$ cat config.mk
export PLATFORM = sky130hd
export DESIGN_NAME = ram_arbiter_flat
export DESIGN_NICKNAME = d
export VERILOG_FILES = /design/src/rtl/ram_arbiter_if.sv /design/src/rtl/ram_arbiter.sv /design/src/flat_wrapper.sv
export SDC_FILE = /design/constraint.sdc
export NUM_CORES = 1
export LEC_CHECK = 0
export ABC_CLOCK_PERIOD_IN_PS = 1910
export BUFFER_PORTS_ARGS = -buffer_cell sky130_fd_sc_hd__clkbuf_2
export CAP_MARGIN = 20
export CORE_ASPECT_RATIO = 2
export CORE_MARGIN = 2
export CORE_UTILIZATION = 33
export CTS_CLUSTER_SIZE = 25
export DETAILED_ROUTE_END_ITERATION = 7
export GPL_TIMING_DRIVEN = 0
export PLACE_DENSITY = 0.87
export SLEW_MARGIN = 20
export SYNTH_ARGS = -nofsm -noshare
export SYNTH_HDL_FRONTEND = slang
export SYNTH_SLANG_ARGS = --single-unit
$ cat constraint.sdc
create_clock -name clk -period 1.91 [get_ports clk]
set_input_delay 0.0955 -clock clk [delete_from_list [all_inputs] [get_ports clk]]
set_output_delay 0.0955 -clock clk [all_outputs]
set_load 0.02 [all_outputs]
$ cat src/rtl/ram_arbiter_if.sv
// Signal bundle between ram_arbiter (slave) and its command source, devices and RAM (master).
// Latency: none, wires only; all sequencing lives in ram_arbiter.
// Backpressure: commands use cmd_valid/cmd_ready; device and RAM lanes are never stalled.
interface ram_arbiter_if #(
  parameter int RAM_WIDTH   = 8,
  parameter int ADDR_WIDTH  = 8,
  parameter int NUM_DEVICES = 4,
  parameter int DEV_W       = $clog2(NUM_DEVICES) + 1
);
  // command channel
  logic                              cmd_valid;
  logic [DEV_W-1:0]                  cmd_dev;
  logic                              cmd_ready;
  logic                              abort;
  // status
  logic                              busy;
  logic                              done;
  logic [DEV_W-1:0]                  done_dev;
  logic                              err;
  // device lanes
  logic [NUM_DEVICES-1:0]            dev_start;
  logic [NUM_DEVICES-1:0]            dev_finished;
  logic [NUM_DEVICES-1:0]            dev_we;
  logic [NUM_DEVICES*ADDR_WIDTH-1:0] dev_addr;
  logic [NUM_DEVICES*RAM_WIDTH-1:0]  dev_wdata;
  logic [RAM_WIDTH-1:0]              dev_rdata;
  // granted RAM port
  logic                              ram_we;
  logic [ADDR_WIDTH-1:0]             ram_addr;
  logic [RAM_WIDTH-1:0]              ram_wdata;
  logic [RAM_WIDTH-1:0]              ram_rdata;

  modport master (
    output cmd_valid, cmd_dev, abort, dev_finished, dev_we, dev_addr, dev_wdata, ram_rdata,
    input  cmd_ready, busy, done, done_dev, err, dev_start, dev_rdata, ram_we, ram_addr, ram_wdata
  );

  modport slave (
    input  cmd_valid, cmd_dev, abort, dev_finished, dev_we, dev_addr, dev_wdata, ram_rdata,
    output cmd_ready, busy, done, done_dev, err, dev_start, dev_rdata, ram_we, ram_addr, ram_wdata
  );
endinterface

$ cat src/rtl/ram_arbiter.sv
// Grants a single RAM port to one commanded device at a time, with abort and optional watchdog.
// Latency: command accepted at t, RUN at t+1, finished sampled at t+1 gives done at t+2.
// Backpressure: cmd_ready only in IDLE; commands offered in RUN/DONE are ignored, not queued.
module ram_arbiter #(
  parameter int RAM_WIDTH   = 8,
  parameter int ADDR_WIDTH  = 8,
  parameter int NUM_DEVICES = 4,
  parameter int DEV_W       = $clog2(NUM_DEVICES) + 1,
  parameter int TIMEOUT     = 0
) (
  input  logic         clk,
  input  logic         reset,
  ram_arbiter_if.slave bus
);

  typedef enum logic [1:0] {
    S_IDLE = 2'd0,
    S_RUN  = 2'd1,
    S_DONE = 2'd2
  } state_t;

  // Watchdog only needs to reach TIMEOUT-1; when disabled it just free-runs.
  localparam int WDOG_W = (TIMEOUT > 1) ? $clog2(TIMEOUT) : 1;
  localparam int WDOG_LAST_I = (TIMEOUT > 0) ? TIMEOUT - 1 : 0;
  localparam logic [WDOG_W-1:0] WDOG_LAST = WDOG_LAST_I[WDOG_W-1:0];

  state_t                 r_state, w_state_nxt;
  logic [DEV_W-1:0]       r_sel, w_sel_nxt;
  logic [WDOG_W-1:0]      r_wdog, w_wdog_nxt;
  logic [DEV_W-1:0]       r_done_dev, w_done_dev_nxt;
  logic                   r_done, w_done_nxt;
  logic                   r_err, w_err_nxt;
  logic                   r_ready_en;

  logic                   w_run;
  logic                   w_cmd_ready;
  logic                   w_cmd_ok;
  logic                   w_fin_sel;
  logic                   w_timeout;
  logic [NUM_DEVICES-1:0] w_onehot;
  logic                   w_we_sel;
  logic [ADDR_WIDTH-1:0]  w_addr_sel;
  logic [RAM_WIDTH-1:0]   w_wdata_sel;

  assign w_run       = (r_state == S_RUN);
  // r_ready_en keeps cmd_ready low until the first clock after reset release.
  assign w_cmd_ready = (r_state == S_IDLE) && r_ready_en;
  assign w_cmd_ok    = (bus.cmd_dev < DEV_W'(NUM_DEVICES));
  assign w_fin_sel   = |(bus.dev_finished & w_onehot);
  assign w_timeout   = (TIMEOUT > 0) && (r_wdog == WDOG_LAST);

  // Decode sel into a one-hot mask and mux the selected device's RAM request.
  always_comb begin
    w_onehot    = '0;
    w_addr_sel  = '0;
    w_wdata_sel = '0;
    for (int i = 0; i < NUM_DEVICES; i++) begin
      w_onehot[i] = (r_sel == DEV_W'(i));
      if (w_onehot[i]) begin
        w_addr_sel  = w_addr_sel  | bus.dev_addr[i*ADDR_WIDTH +: ADDR_WIDTH];
        w_wdata_sel = w_wdata_sel | bus.dev_wdata[i*RAM_WIDTH +: RAM_WIDTH];
      end
    end
    w_we_sel = |(bus.dev_we & w_onehot);
  end

  // Next-state logic: abort beats finished, finished beats the watchdog.
  always_comb begin
    w_state_nxt    = r_state;
    w_sel_nxt      = r_sel;
    w_wdog_nxt     = r_wdog;
    w_done_dev_nxt = r_done_dev;
    w_done_nxt     = 1'b0;
    w_err_nxt      = 1'b0;
    case (r_state)
      S_IDLE: begin
        if (bus.cmd_valid && w_cmd_ready) begin
          if (w_cmd_ok) begin
            w_sel_nxt   = bus.cmd_dev;
            w_wdog_nxt  = '0;
            w_state_nxt = S_RUN;
          end else begin
            w_err_nxt = 1'b1;
          end
        end
      end
      S_RUN: begin
        w_wdog_nxt = r_wdog + WDOG_W'(1);
        if (bus.abort) begin
          w_state_nxt    = S_DONE;
          w_done_nxt     = 1'b1;
          w_err_nxt      = 1'b1;
          w_done_dev_nxt = r_sel;
        end else if (w_fin_sel) begin
          w_state_nxt    = S_DONE;
          w_done_nxt     = 1'b1;
          w_done_dev_nxt = r_sel;
        end else if (w_timeout) begin
          w_state_nxt    = S_DONE;
          w_done_nxt     = 1'b1;
          w_err_nxt      = 1'b1;
          w_done_dev_nxt = r_sel;
        end
      end
      S_DONE: begin
        // Wait for the device to drop finished so it cannot retrigger a new run.
        if (!w_fin_sel) begin
          w_state_nxt = S_IDLE;
        end
      end
      default: begin
        w_state_nxt = S_IDLE;
      end
    endcase
  end

  // State and status registers, cleared asynchronously.
  always_ff @(posedge clk or negedge reset) begin
    if (!reset) begin
      r_state    <= S_IDLE;
      r_sel      <= '0;
      r_wdog     <= '0;
      r_done_dev <= '0;
      r_done     <= 1'b0;
      r_err      <= 1'b0;
      r_ready_en <= 1'b0;
    end else begin
      r_state    <= w_state_nxt;
      r_sel      <= w_sel_nxt;
      r_wdog     <= w_wdog_nxt;
      r_done_dev <= w_done_dev_nxt;
      r_done     <= w_done_nxt;
      r_err      <= w_err_nxt;
      r_ready_en <= 1'b1;
    end
  end

  // Grant outputs are gated by RUN so reset drops them without a clock edge.
  assign bus.cmd_ready = w_cmd_ready;
  assign bus.busy      = (r_state == S_RUN) || (r_state == S_DONE);
  assign bus.done      = r_done;
  assign bus.err       = r_err;
  assign bus.done_dev  = r_done_dev;
  assign bus.dev_start = w_run ? w_onehot : '0;
  assign bus.ram_we    = w_run & w_we_sel;
  assign bus.ram_addr  = w_run ? w_addr_sel : '0;
  assign bus.ram_wdata = w_run ? w_wdata_sel : '0;
  assign bus.dev_rdata = bus.ram_rdata;

endmodule

$ cat src/flat_wrapper.sv
// flat-port wrapper written by rule: the top's interface ports become plain ports
module ram_arbiter_flat 
#(
  parameter int RAM_WIDTH   = 8,
  parameter int ADDR_WIDTH  = 8,
  parameter int NUM_DEVICES = 4,
  parameter int DEV_W       = $clog2(NUM_DEVICES) + 1,
  parameter int TIMEOUT     = 0
)
  (clk, reset, bus_cmd_valid, bus_cmd_dev, bus_abort, bus_dev_finished, bus_dev_we, bus_dev_addr, bus_dev_wdata, bus_ram_rdata, bus_cmd_ready, bus_busy, bus_done, bus_done_dev, bus_err, bus_dev_start, bus_dev_rdata, bus_ram_we, bus_ram_addr, bus_ram_wdata);
  ram_arbiter_if #(.RAM_WIDTH(RAM_WIDTH), .ADDR_WIDTH(ADDR_WIDTH), .NUM_DEVICES(NUM_DEVICES), .DEV_W(DEV_W)) bus_i ();
  input  logic clk;
  input  logic reset;
  input wire logic [$bits(bus_i.cmd_valid)-1:0] bus_cmd_valid;
  input wire logic [$bits(bus_i.cmd_dev)-1:0] bus_cmd_dev;
  input wire logic [$bits(bus_i.abort)-1:0] bus_abort;
  input wire logic [$bits(bus_i.dev_finished)-1:0] bus_dev_finished;
  input wire logic [$bits(bus_i.dev_we)-1:0] bus_dev_we;
  input wire logic [$bits(bus_i.dev_addr)-1:0] bus_dev_addr;
  input wire logic [$bits(bus_i.dev_wdata)-1:0] bus_dev_wdata;
  input wire logic [$bits(bus_i.ram_rdata)-1:0] bus_ram_rdata;
  output wire logic [$bits(bus_i.cmd_ready)-1:0] bus_cmd_ready;
  output wire logic [$bits(bus_i.busy)-1:0] bus_busy;
  output wire logic [$bits(bus_i.done)-1:0] bus_done;
  output wire logic [$bits(bus_i.done_dev)-1:0] bus_done_dev;
  output wire logic [$bits(bus_i.err)-1:0] bus_err;
  output wire logic [$bits(bus_i.dev_start)-1:0] bus_dev_start;
  output wire logic [$bits(bus_i.dev_rdata)-1:0] bus_dev_rdata;
  output wire logic [$bits(bus_i.ram_we)-1:0] bus_ram_we;
  output wire logic [$bits(bus_i.ram_addr)-1:0] bus_ram_addr;
  output wire logic [$bits(bus_i.ram_wdata)-1:0] bus_ram_wdata;
  assign bus_i.cmd_valid = bus_cmd_valid;
  assign bus_i.cmd_dev = bus_cmd_dev;
  assign bus_i.abort = bus_abort;
  assign bus_i.dev_finished = bus_dev_finished;
  assign bus_i.dev_we = bus_dev_we;
  assign bus_i.dev_addr = bus_dev_addr;
  assign bus_i.dev_wdata = bus_dev_wdata;
  assign bus_i.ram_rdata = bus_ram_rdata;
  assign bus_cmd_ready = bus_i.cmd_ready;
  assign bus_busy = bus_i.busy;
  assign bus_done = bus_i.done;
  assign bus_done_dev = bus_i.done_dev;
  assign bus_err = bus_i.err;
  assign bus_dev_start = bus_i.dev_start;
  assign bus_dev_rdata = bus_i.dev_rdata;
  assign bus_ram_we = bus_i.ram_we;
  assign bus_ram_addr = bus_i.ram_addr;
  assign bus_ram_wdata = bus_i.ram_wdata;
  ram_arbiter #(.RAM_WIDTH(RAM_WIDTH), .ADDR_WIDTH(ADDR_WIDTH), .NUM_DEVICES(NUM_DEVICES), .DEV_W(DEV_W), .TIMEOUT(TIMEOUT)) u_core (.clk(clk), .reset(reset), .bus(bus_i));
endmodule
==> out/results.txt, run 1 <==
placed standard-cell area: 0.00167 mm²
Final Max Slew Viols: 0
Mapped Area: 0.00106 mm²
total global-route track usage: 21.1%
minimum period implied by the final worst setup slack: 1.83 ns
Critical Path, Cell by Cell: buf_2, mux2i_1, o22ai_1, a221o_1, mux2_4
largest net degree at the start of global routing: 12
via count of the routed design: 1446
fraction of the yosys area taken by sequential cells: 26.0%
maximum fanout along the worst path: 7
net count reported at finish: 334
data arrival time of the critical path: 1.95 ns
synthesized area per cell: 8.97 µm²
slack of the critical path: 0.0848 ns
final cycle utilization of the critical path: 95.6%
gate count after technology mapping: 118
status: finished, final reports clean
Row Count: 29
Hold/Removal Path Class: primary input to flop
RD Place Congestion: 0.699
power per standard cell area: 1440 mW/mm²
DRC viols: 0
Fin Clk Skew: 0.00351 ns
CTS Buffer Depth: 2
summed negative setup slack over all endpoints: 0 ns
share of post-route cells with drive strength above 1: 62.4%
Syn. warnings: 0
first-pass detailed-route iteration total: 4
net count after synthesis: 209
Net Sw Power: 1.30 mW
core region area: 0.00312 mm²
highest-count cells in the layout ignoring fill and taps: sky130_fd_sc_hd__clkbuf_2, sky130_fd_sc_hd__a22oi_1, sky130_fd_sc_hd__buf_4, sky130_fd_sc_hd__dfrtp_1, sky130_fd_sc_hd__a21boi_1
Initial DRC Count: 42
clock slew at the register clock pins of the worst setup and hold paths: 0.05 ns
most frequent standard cell in the layout excluding fill and tap cells: sky130_fd_sc_hd__clkbuf_2
worst setup path category: flop to flop
cell at the root of the clock tree: sky130_fd_sc_hd__clkbuf_8
per-cell via count in the routed design: 5.30
Synth area leader: sky130_fd_sc_hd__dfrtp_1
wire length of the first global-routing pass: 5950 µm
worst voltage drop across the vdd grid: 0.781 mV
required time at the endpoint of the critical path: 2.03 ns
vias in the first global route: 1466
overall die area: 0.00370 mm²
number of distinct library cell variants in the gate-level netlist after synthesis: 27
number of setup violations in the final report: 0
clock buffer count from CTS: 3
max-capacitance violation count: 0
number of antenna-violating nets in the routed design: 0
clock latency on the worst-skew pair: 0.24 ns
relative contribution of the clock network to total power: 8.6%
Die Y-Extent: 84.1 µm
CTS Sinks: 11
final global-route overflow total: 0
area share of the largest cell type after synthesis: 26.0%
cell-internal power: 1.34 mW
post-place setup slack: -0.271 ns
end-of-flow core utilization: 58.4%
Die Span X: 44.0 µm
Slowest cell on crit path: sky130_fd_sc_hd__a221o_1
layout overhead on the synthesized area: 72.2%
largest cells by area after synthesis: sky130_fd_sc_hd__dfrtp_1, sky130_fd_sc_hd__a22oi_1, sky130_fd_sc_hd__a21boi_1
number of synthesized register bits: 11
largest incremental delay on the critical path: 0.43 ns
critical path startpoint category: flop
RSZ-0062 raised after global routing: true
leakage power total: 1.00 nW
initial antenna violation count: 0
net switching share of the total power: 49.3%
Total Routed Length: 3870 µm
worst slack on hold paths: 0.0915 ns
post-route design area: 0.00182 mm²
# diodes: 0
DP Wirelength: 3110 µm
number of endpoints with negative hold slack in the final report: 0
number of buffers added on ports: 114
sort of element at the end of the critical path: flop
post-detailed-route wirelength per cell: 14.2 µm
combinational group share of total power: 77.6%
CTS tree: done
H-tree levels: 1
Ports: 123
initial core utilization: 33.9%
fmax: 548 MHz
Sequential Power Share: 13.8%
through the flow:
stage | power [mW] | instances
3_3_place_gp | 2.16 | 263
6_report | 2.63 | 273
4_1_cts | 2.62 | 273
5_1_grt | 2.85 | 273
3_5_place_dp | 2.19 | 263
2_1_floorplan | 1.62 | 118
metal layers:
| metal | track usage [%] | vias up | share of wire [%] |
|---|---|---|---|
| met2 | 41.8 | 80 | 58 |
| met1 | 18.5 | 665 | 32 |
| met5 | 0 | - | 0 |
| met4 | 7.71 | 0 | 1.5 |
| li1 | - | 694 | - |
| met3 | 4.76 | 7 | 9.1 |
power groups by stage:
stage | Combinational [mW] | Sequential (mW) | Clock (mW)
after floorplan | 1.22 | 0.403 | 0
after global placement | 1.80 | 0.361 | 0
after detailed placement | 1.83 | 0.365 | 0
after CTS | 2.03 | 0.362 | 0.232
after global routing | 2.23 | 0.374 | 0.245
final | 2.04 | 0.363 | 0.227
final cells by class:
type                            count  area, µm²
Tap cell                           31       38.8
Buffer                             15        108
Timing Repair Buffer              121        628
Clock buffer                        4       45.0
Multi-Input combinational cell     86        709
Sequential cell                    11        275
Fill cell                         291       1300
Inverter                            5       18.8
flip-flops by register name, summed over array words and instances, names as in the netlist:
name / count
u_core.bus.done: 1
u_core.bus.done_dev: 3
u_core.bus.err: 1
u_core.r_ready_en: 1
u_core.r_sel: 3
u_core.r_state: 2
critical path, delay by kind of cell, from the launching register on:
family | cells | cell delay (ns)
multiplexers | 2 | 0.59
buffers and inverters | 1 | 0.23
flip-flops | 1 | 0.31
AO/OA/AOI/OAI | 2 | 0.59
cells by family after synthesis:
family,share of synthesized area (%)
adder cells (fa/ha/maj),4.73
multiplexers,8.63
AND/OR/NAND/NOR,7.21
flip-flops,26.0
buffers and inverters,10.6
other,0.354
AO/OA/AOI/OAI,42.4
path summary, 6_finish.rpt:
kind,start,to,slack (ns),cells past startpoint
hold / removal,bus_cmd_dev[0],u_core.r_sel[0]$_DFFE_PN0P_,0.09,2
hold reg to reg,u_core.bus.done_dev[0]$_DFFE_PN0P_,u_core.bus.done_dev[0]$_DFFE_PN0P_,0.50,1
min in group asynchronous,reset,u_core.bus.done_dev[1]$_DFFE_PN0P_,0.29,2
max in group asynchronous,reset,u_core.r_sel[2]$_DFFE_PN0P_,1.41,2
setup reg to reg,u_core.r_sel[0]$_DFFE_PN0P_,u_core.r_state[0]$_DFFE_PN0P_,0.08,5
setup / recovery,u_core.r_sel[0]$_DFFE_PN0P_,u_core.r_state[0]$_DFFE_PN0P_,0.08,5
cell usage after synthesis, drive strengths merged:
cell / number
dfrtp: 11
mux2i: 2
o21ai: 1
mux2: 6
nand2b: 1
o21a: 1
nor2: 4
inv: 5
a22oi: 34
buf: 11
nand3b: 1
clkbuf: 5
o221a: 1
nand2: 1
conb: 1
a21boi: 17
and2: 6
a221o: 1
o2bb2ai: 1
o22ai: 1
ha: 4
or2: 1
a21o: 1
a32o: 1
repair_timing:
action	in CTS	in global routing
setup buffers	6	0
hold buffers	1	0
gates resized for setup	16	7
endpoints found under the hold margin	11	0
gates cloned	0	0
pin swaps	4	0
setup endpoints to repair	21	24
(Power assumes the default switching activity.)
==> inputs of run 2 (changes only) <==
--- a/config.mk
+++ b/config.mk
@@ -5,16 +5,16 @@
 export SDC_FILE = /design/constraint.sdc
 export NUM_CORES = 1
 export LEC_CHECK = 0
-export ABC_CLOCK_PERIOD_IN_PS = 1910
+export ABC_CLOCK_PERIOD_IN_PS = 1490
 export BUFFER_PORTS_ARGS = -buffer_cell sky130_fd_sc_hd__clkbuf_2
 export CAP_MARGIN = 20
 export CORE_ASPECT_RATIO = 2
 export CORE_MARGIN = 2
-export CORE_UTILIZATION = 33
+export CORE_UTILIZATION = 30
 export CTS_CLUSTER_SIZE = 25
 export DETAILED_ROUTE_END_ITERATION = 7
 export GPL_TIMING_DRIVEN = 0
-export PLACE_DENSITY = 0.87
+export PLACE_DENSITY = 0.83
 export SLEW_MARGIN = 20
 export SYNTH_ARGS = -nofsm -noshare
 export SYNTH_HDL_FRONTEND = slang
==> constraint.sdc (replaced) <==
create_clock -name clk -period 1.49 [get_ports clk]
set_input_delay 0.0745 -clock clk [delete_from_list [all_inputs] [get_ports clk]]
set_output_delay 0.0745 -clock clk [all_outputs]
set_load 0.02 [all_outputs]
==> run 2 against run 1 <==
The flow now finishes with violations (negative setup slack). Combinational power rose by 74%. Sequential share of layout area fell by 2.5 points. Clock power rose by 25%. Via count rose by 3.6%. Critical endpoint unchanged. Setup slack got worse by 0.33 ns. Flip-flop and latch count did not move. Non-clock buffer count rose by 9. Hold slack got worse by 0.0028 ns. Wire length rose by 13%. Core utilization rose by 6.0 points.
==> out/results.txt, run 2 (synthesized netlist as in run 1, its figures left out) <==
largest net degree at the start of global routing: 12 (unchanged)
H-tree levels: 1 (unchanged)
internal reg-to-reg setup slack: -0.25 ns (-0.33 ns)
total global-route track usage: 20.3% (-0.80 points)
post-place setup slack: -0.736 ns (-0.464 ns)
routing usage on met3: 4.95% (+0.19 points)
per-cell via count in the routed design: 5.29 (about the same)
via count of the routed design: 1498 (+3.6%)
final std cells w/o fill: 283 (+3.7%)
share of post-route cells with drive strength above 1: 74.9% (+13 points)
Slowest cell on crit path: sky130_fd_sc_hd__dfrtp_1
fmax: 576 MHz (+5.1%)
placed standard-cell area: 0.00172 mm² (+3.0%)
overall die area: 0.00405 mm² (+9.3%)
vias in the first global route: 1460 (-0.41%)
final global-route overflow total: 0 (unchanged)
most frequent standard cell in the layout excluding fill and tap cells: sky130_fd_sc_hd__clkbuf_2
met2 capacity usage during global routing: 39.0% (-2.8 points)
number of setup violations in the final report: 26 (+26)
CTS tree: done
worst voltage drop across the vdd grid: 1.41 mV (+81%)
core region area: 0.00338 mm² (+8.3%)
DP Wirelength: 3160 µm (+1.6%)
CTS Buffer Depth: 2 (unchanged)
critical path startpoint category: flop
initial antenna violation count: 0 (unchanged)
hold endpoint: u_core.r_sel[0]$_DFFE_PN0P_
placed cells: 264 (+0.38%)
initial core utilization: 31.3% (-2.6 points)
number of cells on the worst reg-to-reg path: 5 (unchanged)
max-capacitance violation count: 0 (unchanged)
layer carrying the most global-route usage: met2
slack of the critical path: -0.247 ns (-0.332 ns)
clock latency on the worst-skew pair: 0.23 ns (about the same)
Critical R2R Launch: u_core.r_sel[0]$_DFFE_PN0P_
wire length of the first global-routing pass: 6100 µm (+2.4%)
number of buffers added on ports: 114 (unchanged)
met1 track utilization from global routing: 18.9% (+0.35 points)
leakage power total: 1.11 nW (+11%)
summed negative setup slack over all endpoints: -4.64 ns (-4.64 ns)
Die Span X: 46 µm (+4.4%)
number of endpoints with negative hold slack in the final report: 0 (unchanged)
CTS Sinks: 11 (unchanged)
Initial DRC Count: 33 (-21%)
clock buffer count from CTS: 3 (unchanged)
power per standard cell area: 1970 mW/mm² (+37%)
RSZ-0062 raised after global routing: true
status: finished, violations left
cell at the root of the clock tree: sky130_fd_sc_hd__clkbuf_8
Hold/Removal Path Class: primary input to flop
Final Max Slew Viols: 0 (unchanged)
Row Count: 30 (+3.4%)
post-detailed-route wirelength per cell: 15.4 µm (+8.5%)
violated checks: negative setup slack
highest-count cells in the layout ignoring fill and taps: sky130_fd_sc_hd__clkbuf_2, sky130_fd_sc_hd__buf_4, sky130_fd_sc_hd__a22oi_1, sky130_fd_sc_hd__clkbuf_8, sky130_fd_sc_hd__dfrtp_1
maximum fanout along the worst path: 5 (-2)
largest incremental delay on the critical path: 0.39 ns (-0.04 ns)
Die Y-Extent: 88.0 µm (+4.6%)
DRC viols: 0 (unchanged)
data arrival time of the critical path: 1.85 ns (-0.10 ns)
first-pass detailed-route iteration total: 4 (unchanged)
post-route design area: 0.00218 mm² (+19%)
required time at the endpoint of the critical path: 1.60 ns (-0.43 ns)
worst hold path cell count: 2 (unchanged)
worst hold start: bus_cmd_dev[0]
layout overhead on the synthesized area: 106%
sort of element at the end of the critical path: flop
# diodes: 0 (unchanged)
net count reported at finish: 343 (+2.7%)
Critical Path, Cell by Cell: buf_6, mux2i_4, o221a_1, a221o_1, mux2_4
Fin Clk Skew: 0.00107 ns (-0.00244 ns)
RD Place Congestion: 0.661 (-5.4%)
minimum period implied by the final worst setup slack: 1.74 ns (-0.0878 ns)
worst setup path category: flop to flop
final cycle utilization of the critical path: 117% (+21 points)
Total Routed Length: 4350 µm (+13%)
clock slew at the register clock pins of the worst setup and hold paths: 0.05 ns (about the same)
Worst R2R End: u_core.r_state[0]$_DFFE_PN0P_
Ports: 123 (unchanged)
number of antenna-violating nets in the routed design: 0 (unchanged)
[run 2: changes by cell type in the layout (fill, tap and decap cells not counted), sizes merged]
cell,change
clkbuf,-13
buf,+22
[run 2: what timing repair did]
| action | CTS | global route |
|---|---|---|
| endpoints found under the hold margin | 11 | 0 |
| hold buffers | 1 | 0 |
| endpoints found under the setup margin | 28 | 28 |
| gates resized for setup | 59 | 36 |
| pin swaps | 6 | 12 |
| gates cloned | 0 | 2 |
| buffers inserted | 10 | 3 |
[run 2: power breakdown]
part           internal [mW]  leakage, nW  switching, mW
Sequential             0.405        0.139         0.0677
Combinational           1.79        0.953           1.75
Clock                  0.186       0.0228         0.0964
Total                   2.38         1.11           1.91
[run 2: worst max path at each step]
stage / start / to / slack (ns)
after floorplan: u_core.r_sel[2]$_DFFE_PN0P_ / u_core.r_state[0]$_DFFE_PN0P_ / -0.21
after global placement: u_core.r_sel[2]$_DFFE_PN0P_ / bus_ram_wdata[5] / -0.71
after detailed placement: u_core.r_sel[2]$_DFFE_PN0P_ / bus_ram_wdata[5] / -0.74
after CTS: u_core.r_sel[1]$_DFFE_PN0P_ / u_core.r_state[0]$_DFFE_PN0P_ / -0.23
after global routing: u_core.r_sel[2]$_DFFE_PN0P_ / u_core.r_state[0]$_DFFE_PN0P_ / -0.30
final: u_core.r_sel[0]$_DFFE_PN0P_ / u_core.r_state[0]$_DFFE_PN0P_ / -0.25
[run 2: layout make-up]
type / instances / area, µm²
clock buffers: 4 / 45.0
multi-input cells: 86 / 841
repair buffers: 130 / 822
inverters: 5 / 18.8
plain buffers: 15 / 135
fillers: 278 / 1200
well taps: 32 / 40.0
flip-flops and latches: 11 / 275
[run 2: metrics by stage]
step / utilization [%] / power [mW] / hold slack (ns)
3_5_place_dp: 50.9 / 2.96 / -0.0402
3_3_place_gp: 50.9 / 2.92 / -0.0437
4_1_cts: 60.7 / 3.98 / 0.0868
2_1_floorplan: - / 2.23 / -0.221
6_report: 64.4 / 4.30 / 0.0887
5_1_grt: 64.4 / 4.59 / 0.0846
[run 2: layer usage]
layer / wire length (µm) / up-vias
met3: 352 / 10
met1: 1440 / 693
met2: 2480 / 82
met4: 82 / 0
met5: 0 / -
li1: - / 713
[run 2: critical path: cells and delay by family (launching register included)]
kind	cells	cell delay, ns
multiplexers	2	0.49
flip-flops	1	0.39
AO/OA/AOI/OAI	2	0.58
buffers and inverters	1	0.15
